File: src/rtl/input_frame_buffer_pkg.sv
// rtl/input_frame_buffer_pkg.sv - shared sizes, controller timing constants and types for the input frame buffer
package input_frame_buffer_pkg;

  // Frame geometry; NUM_CH must equal 2**CH_W so wr_ptr wraps naturally
  localparam int DATA_W = 16;
  localparam int NUM_CH = 32;
  localparam int CH_W   = 5;

  // Downstream Horner-loop controller timing, used when modelling proc_done
  localparam int HORNER_ITER_DLY = 16;
  localparam int CTRL_RUN_CYCLES = 406;

  // Launch/release state of the read side
  typedef enum logic {
    ST_IDLE = 1'b0,
    ST_BUSY = 1'b1
  } ctrl_state_e;

  // True when a write pointer addresses the final slot of a frame
  function automatic logic is_last_slot(input logic [CH_W-1:0] ptr);
    return ptr == CH_W'(NUM_CH - 1);
  endfunction

endpackage

File: src/rtl/inbuf_bank.sv
// rtl/inbuf_bank.sv - one frame bank: NUM_CH x DATA_W registers, sync write, combinational read
module inbuf_bank #(
  parameter int DATA_W = 16,
  parameter int NUM_CH = 32,
  parameter int CH_W   = 5
) (
  input  logic              clk,
  input  logic              rst,
  input  logic              we,
  input  logic [CH_W-1:0]   waddr,
  input  logic [DATA_W-1:0] wdata,
  input  logic [CH_W-1:0]   raddr,
  output logic [DATA_W-1:0] rdata
);

  logic [DATA_W-1:0] mem [NUM_CH];

  // Store one sample per write strobe; reset clears every slot so reads return 0
  always_ff @(posedge clk or posedge rst) begin
    if (rst) begin
      for (int i = 0; i < NUM_CH; i++) begin
        mem[i] <= '0;
      end
    end else if (we) begin
      mem[waddr] <= wdata;
    end
  end

  // Unregistered read so the controller sees its channel in the same cycle
  assign rdata = mem[raddr];

endmodule

File: src/rtl/input_frame_buffer.sv
// rtl/input_frame_buffer.sv - ping-pong input frame buffer feeding the Horner-loop controller (option: INBUF_DROP_ON_FULL_EN)
module input_frame_buffer #(
  parameter int DATA_W = input_frame_buffer_pkg::DATA_W,
  parameter int NUM_CH = input_frame_buffer_pkg::NUM_CH,
  parameter int CH_W   = input_frame_buffer_pkg::CH_W
) (
  input  logic              clk,
  input  logic              GlobalReset,
  input  logic [DATA_W-1:0] din,
  input  logic              din_valid,
  output logic              din_rdy,
  output logic              srdyo,
  input  logic              proc_done,
  input  logic [CH_W-1:0]   channel_select,
  output logic [DATA_W-1:0] x_out,
  output logic [7:0]        ovf_cnt
);

  import input_frame_buffer_pkg::*;

  logic [CH_W-1:0]   wr_ptr;
  logic              wr_bank;
  logic              rd_bank;
  logic [1:0]        bank_full;
  ctrl_state_e       state;
  logic              busy;
  logic              wr_full;
  logic              xfer;
  logic              last_slot;
  logic              rel;
  logic [DATA_W-1:0] rdata0;
  logic [DATA_W-1:0] rdata1;

  assign busy      = (state == ST_BUSY);
  assign wr_full   = bank_full[wr_bank];
  // A full write bank never takes data, whether the source is stalled or dropped
  assign xfer      = din_valid && !wr_full;
  assign last_slot = (wr_ptr == CH_W'(NUM_CH - 1));
  assign rel       = proc_done && busy;

`ifdef INBUF_DROP_ON_FULL_EN
  logic [7:0] ovf_q;

  assign din_rdy = 1'b1;
  assign ovf_cnt = ovf_q;

  // Count samples discarded because the write bank is still awaiting the reader; saturates at 255
  always_ff @(posedge clk or posedge GlobalReset) begin
    if (GlobalReset) begin
      ovf_q <= 8'd0;
    end else if (din_valid && wr_full && (ovf_q != 8'hFF)) begin
      ovf_q <= ovf_q + 8'd1;
    end
  end
`else
  assign din_rdy = !wr_full;
  assign ovf_cnt = 8'd0;
`endif

  // Advance the fill position; the last slot wraps and hands filling to the other bank
  always_ff @(posedge clk or posedge GlobalReset) begin
    if (GlobalReset) begin
      wr_ptr  <= '0;
      wr_bank <= 1'b0;
    end else if (xfer) begin
      if (last_slot) begin
        wr_ptr  <= '0;
        wr_bank <= ~wr_bank;
      end else begin
        wr_ptr <= wr_ptr + CH_W'(1);
      end
    end
  end

  // Mark a bank full on its last write and empty on release; the two never target the same bank
  always_ff @(posedge clk or posedge GlobalReset) begin
    if (GlobalReset) begin
      bank_full <= 2'b00;
    end else begin
      if (xfer && last_slot) begin
        bank_full[wr_bank] <= 1'b1;
      end
      if (rel) begin
        bank_full[rd_bank] <= 1'b0;
      end
    end
  end

  // Read-side FSM: launch a full bank with a one-cycle srdyo, swap banks on proc_done
  always_ff @(posedge clk or posedge GlobalReset) begin
    if (GlobalReset) begin
      state   <= ST_IDLE;
      srdyo   <= 1'b0;
      rd_bank <= 1'b0;
    end else begin
      srdyo <= 1'b0;
      case (state)
        ST_IDLE: begin
          if (bank_full[rd_bank]) begin
            srdyo <= 1'b1;
            state <= ST_BUSY;
          end
        end
        ST_BUSY: begin
          if (proc_done) begin
            state   <= ST_IDLE;
            rd_bank <= ~rd_bank;
          end
        end
        default: begin
          state <= ST_IDLE;
        end
      endcase
    end
  end

  inbuf_bank #(
    .DATA_W(DATA_W),
    .NUM_CH(NUM_CH),
    .CH_W  (CH_W)
  ) u_bank0 (
    .clk  (clk),
    .rst  (GlobalReset),
    .we   (xfer && (wr_bank == 1'b0)),
    .waddr(wr_ptr),
    .wdata(din),
    .raddr(channel_select),
    .rdata(rdata0)
  );

  inbuf_bank #(
    .DATA_W(DATA_W),
    .NUM_CH(NUM_CH),
    .CH_W  (CH_W)
  ) u_bank1 (
    .clk  (clk),
    .rst  (GlobalReset),
    .we   (xfer && (wr_bank == 1'b1)),
    .waddr(wr_ptr),
    .wdata(din),
    .raddr(channel_select),
    .rdata(rdata1)
  );

  // The bank owned by the reader drives x_out; it changes only with channel_select or a swap
  assign x_out = rd_bank ? rdata1 : rdata0;

endmodule

File: config.mk
export PLATFORM = sky130hd
export DESIGN_NAME = input_frame_buffer
export DESIGN_NICKNAME = d
export VERILOG_FILES = /design/src/rtl/input_frame_buffer_pkg.sv /design/src/rtl/inbuf_bank.sv /design/src/rtl/input_frame_buffer.sv
export SDC_FILE = /design/constraint.sdc
export NUM_CORES = 2
export LEC_CHECK = 0
export CORE_MARGIN = 2
export CORE_UTILIZATION = 55
export DETAILED_ROUTE_END_ITERATION = 7
export GPL_ROUTABILITY_DRIVEN = 0
export PLACE_DENSITY = 0.71
export SKIP_CTS_REPAIR_TIMING = 1
export SLEW_MARGIN = 20
export SYNTH_ARGS = -nofsm -noshare
export SYNTH_HDL_FRONTEND = slang
export SYNTH_HIERARCHICAL = 1
export SYNTH_SLANG_ARGS = --single-unit
File: constraint.sdc
create_clock -name clk -period 64.6 [get_ports clk]
set_input_delay 19.38 -clock clk [delete_from_list [all_inputs] [get_ports clk]]
set_output_delay 19.38 -clock clk [all_outputs]
set_load 0.01 [all_outputs]
Yosys cells after proc, flatten, opt, wreduce, memory -nomap -nowiden --
Cells that the tools add are included.
Storage, ports and cells: input port bits 25, output and inout port bits 26, logic and storage cells 124, register bits after elaboration 1035
Cells by class: bitwise logic cells 8, mux-type cells 26, magnitude comparators 7, add/subtract/negate cells 1, eq/ne operators 1, reductions and logical operators 11
Operators by type and width (count):
- $bwmux 512 | 2
- $bmux 16 s5 | 2
- $mux 16 | 6
- $demux 16 s5 | 1
- $ge 6x6->1 const B | 2
- $not 5->6 | 2
- $mux 1 | 9
- $logic_and 1x1->1 | 8
- $lt 6x1->1 const B | 1
- $add 5x1->5 const B | 1
- $eq 5x5->1 const B | 1
- $mux 5 | 1
- $lt 1x2->1 const B | 2
- $mux 2 | 2
- $reduce_and 2->1 | 2
- $not 1->1 | 3
- $and 2x2->2 | 1
- $demux 1 s1 | 2
- $ge 1x1->1 const B | 2
- $not 2->2 | 1
- $or 2x2->2 | 1
- $pmux 1 s2 | 1
- $logic_not 1->1 | 1

Longest topological paths before layout --
word-level depth 8, depth in mapped cells 9, gate-level depth less buffers 6

Hierarchy --
Netlist, hierarchy kept.
Modules (own cells, without submodules):
- inbuf_bank | cells an instance 1731, area an instance 24273.3 sq um, sequential area each 12812.3 sq um, times used 2
- input_frame_buffer | cells an instance 73, area an instance 793.3 sq um, sequential area each 275.3 sq um, times used 1

Worst setup path before layout --
Ideal clock, no wire load.
path type input to output, start in channel_select[1], end out x_out[14], stages 9, arrival 20784 ps, buffers on the path 4, required time 45220 ps, setup slack 24436 ps, cells stage by stage buf_2 > buf_6 > buf_4 > buf_2 > mux2i_1 > nand2_1 > a31oi_1 > nand3_1 > mux2_2
On the way: word-level cells in the longest chain between the ends 5, elaborated cells between the ends (all ways) 8, classes of those cells 7 x mux; 1 x bitwise
RTL lines:
- start: declaration | line input_frame_buffer.sv:14 | input logic [CH_W-1:0] channel_select,
- $not 5->6 (not written as such) | line inbuf_bank.sv:30 | assign rdata = mem[raddr];
- $bmux 16 s5 | line inbuf_bank.sv:30
- $mux 16 (not written as such) (2 in a row) | line inbuf_bank.sv:30
- named net rdata1[14] | line input_frame_buffer.sv:32 | logic [DATA_W-1:0] rdata1;
- $mux 16 | line input_frame_buffer.sv:146 | assign x_out = rd_bank ? rdata1 : rdata0;
- end: declaration | line input_frame_buffer.sv:15 | output logic [DATA_W-1:0] x_out,
The timed path passes the listed nets, and every way through them passes these cells. The select of a mux whose other input is x is not followed.

Final worst setup path --
start in channel_select[1], end out x_out[2]
Same word-level chain as after synthesis.

==> metrics <==
antenna-violating nets left=0; total standard cell area after synthesis=roughly 0.049 mm2; total number of yosys warnings=6; post-route fraction of the period consumed by the critical path=between 60% and 70%; Pre-antenna DRT Iters=5; IR drop worst, VDD=between 0.00002 and 0.00003 V; overall fraction of global-route tracks in use=between 20% and 30%; type of the worst min-delay path=reg2reg; level count of the clock H-tree=3; max-capacitance violation count=0; detailed-placement wirelength estimate=75,440 um; core footprint=about 0.089 mm2; actual slew at the worst max-slew pin=between 1 and 1.5 ns; post-synthesis xor/xnor area fraction=less than 1%; vias in the first global route=about 32,000; syn avg cell area=between 10 and 15 um2; Critical Setup Path Class=in2out; number of different library cells in the post-synthesis netlist=between 50 and 60; total DRC errors in the routed layout=0; First DRT Iteration DRCs=~2,400; multiplexer fraction of the synthesized cell area=a little over a third; type of destination of the critical path=output port; placement row count=109; average vias per placed instance=6.364; Leak=26.33 nW; CTS buffer count=roughly 110; sequential standard cell area=between 0.02 and 0.03 mm2; complex-gate fraction of the synthesized area=about 4.3%; unrepaired setup endpoints after global routing=no; startpoint types=primary input; number of top-level design ports=a little over 50; average wire per cell in the routed design=27.72 um; dominant combinational cell family by area after synthesis=multiplexers; Chip Height=between 300 and 400 um; port buffer count=42; global-route wire length before repair=198,100 um; post-route cell area=0.05350 mm2; final-stage net count=between 3,000 and 4,000; vias after detailed routing=around 30,000; CTS sink count=a little over 1,000; total length of routed wires=between 100,000 and 150,000 um; share of synthesized cell area in and, or, nand and nor gates=between 4 and 5%; library cell used as clock root buffer=sky130_fd_sc_hd__clkbuf_16; outcome=completed; Cell Pwr Density=roughly 40 mW/mm2; leading register cell type out of synthesis=sky130_fd_sc_hd__dfrtp_1; Max Fanout on Critical Path=between 90 and 100; adder-cell share of the synthesized area=less than 1%; worst-case clock skew=~0.028 ns; clock latency on the worst-skew pair=approximately 0.68 ns; register clock-pin slew on the reported worst setup and hold paths=0.06 ns; normalized max-slew margin=between 20% and 30%; fmax=approximately 23 MHz; share of final-layout standard cells stronger than drive strength 1=39.27%; final global-route overflow total=0; TNS Setup=0 ns; Die X=a little over 300 um; Hold Violations, Final=0; maximum number of pins on one net before global-route repair=about 180; flip-flop and latch count after synthesis=a little over 1,000; critical path data required time=between 40 and 50 ns; post-synthesis to final-layout area growth=8.429%; Final Slew Violations=0; data arrival time at the worst-slack endpoint=between 20 and 25 ns; die area=slightly above 0.09 mm2; synthesized netlist cell count=between 3,000 and 4,000; area occupied by multi-input gates=0.02156 mm2; cell area reported after detailed placement=0.04964 mm2; antenna violations before repair=2; final setup violation count=0; part of the Yosys area used for sequential elements=between 50% and 60%; ys async rst share=100.0%; Bufs on Longest Clock Path=3; number of synthesized flops with an enable pin=0; TritonCTS clock tree=yes; total of fill cells in the finished design=6,750; clock period minus worst slack=roughly 43 ns; starting utilization of the core area=between 50 and 60%
[kinds of logic after synthesis]
logic type                 Yosys count
adders and majority gates            2
AOI/OAI and AO/OA                  297
DFF                               1035
other                                1
muxes                             1557
xor gates and xnor gates             1
and+or+nand+nor                    319
buffers and inverters              323
[layout make-up]
type / instances / share of cell area [%]
Sequential cell: 1035 / 48.41
Inverter: 4 / 0.05613
Clock buffer: 161 / 6.064
Multi-Input combinational cell: 2184 / 40.30
Tap cell: 1165 / 2.725
Clock inverter: 40 / 1.083
Antenna cell: 3 / 0.01403
Timing Repair Buffer: 90 / 1.345
[sequential cells by signal, indices dropped and copies added (netlist names)]
signal and count:
busy 1, rd_bank 1, bank_full 2, wr_bank 1
u_bank0/mem 512, wr_ptr 5, u_bank1/mem 512, srdyo 1
[synth_stat cells (all sizes together), types with 5 or more instances]
| cell type | instances | area share [%] |
|---|---|---|
| nand3b | 9 | 0.29 |
| a22o | 64 | 1.1 |
| mux2 | 1041 | 24 |
| clkbuf | 136 | 1.0 |
| nand3 | 70 | 0.76 |
| nor2 | 38 | 0.84 |
| nand2b | 5 | 0.063 |
| a22oi | 128 | 1.9 |
| mux2i | 516 | 10 |
| nor3 | 35 | 0.40 |
| dfrtp | 1035 | 52 |
| a21oi | 64 | 0.65 |
| nand2 | 100 | 0.92 |
| nand4 | 32 | 0.41 |
| a31oi | 34 | 0.43 |
| nor2b | 5 | 0.063 |
| nor3b | 9 | 0.29 |
| buf | 183 | 3.0 |
[where the power goes]
| part | internal (mW) | switching [mW] |
|---|---|---|
| clock | 0.402 | 0.257 |
| combinational | 0.262 | 0.213 |
| sequential | 0.852 | 0.119 |
[per-layer routing]
metal,routed length [um],GRT usage [%]
met5,10,0
met2,61760,46.15
met1,56700,39.65
met3,7685,4.655
met4,3606,9.174
[worst max-delay path, cell delays in order]
cell	delay, ns
sky130_fd_sc_hd__buf_8	0.68
sky130_fd_sc_hd__buf_4	0.77
sky130_fd_sc_hd__buf_4	0.80
sky130_fd_sc_hd__mux2i_1	0.28
sky130_fd_sc_hd__a22o_1	0.17
sky130_fd_sc_hd__nor3_1	0.06
sky130_fd_sc_hd__a31oi_1	0.44
sky130_fd_sc_hd__nand3_1	0.17
sky130_fd_sc_hd__mux2_2	0.36
sky130_fd_sc_hd__clkdlybuf4s50_1	0.50
[cells in the final DEF (no fill, tap or decap), drive strengths merged, types with 9 or more instances in the layout]
cell	netlist	final
mux2	1041	1041
dfrtp	1035	1035
mux2i	516	516
clkbuf	136	161
a22oi	128	128
nand2	100	100
nand3	70	70
buf	183	67
a21oi	64	64
a22o	64	64
nor2	38	38
nor3	35	35
a31oi	34	34
nand4	32	32
clkdlybuf4s50	0	23
clkinv	0	21
bufinv	0	14
nor3b	9	9
nand3b	9	9
[metrics by stage]
stage / setup WS, ns / hold WS (ns) / util (%) / power, mW / std cells
floorplan: 24.44 / 0.4579 / - / 1.324 / 3542
global placement: 21.50 / 0.4669 / 55.96 / 1.408 / 4478
detailed placement: 21.47 / 0.4793 / 55.99 / 1.450 / 4478
CTS: 21.45 / 0.4935 / 60.31 / 2.112 / 4679
global route: 21.17 / 0.5051 / 60.34 / 2.200 / 4679
finish: 21.40 / 0.4900 / 60.35 / 2.104 / 4682
[worst paths after layout]
path | to | cells after the start | startpoint | slack [ns]
max | x_out[2] | 10 | channel_select[1] | 21.40
min | u_bank1/mem[31] | 1 | u_bank1/mem[31] | 0.49
max reg2reg | u_bank1/mem[70] | 5 | wr_bank | 61.44
min reg2reg | u_bank1/mem[31] | 1 | u_bank1/mem[31] | 0.49
max in group asynchronous | u_bank1/mem[91] | 5 | GlobalReset | 41.97
min in group asynchronous | bank_full[0] | 2 | GlobalReset | 19.36
No activity file was read; power rests on OpenSTA's default activity.
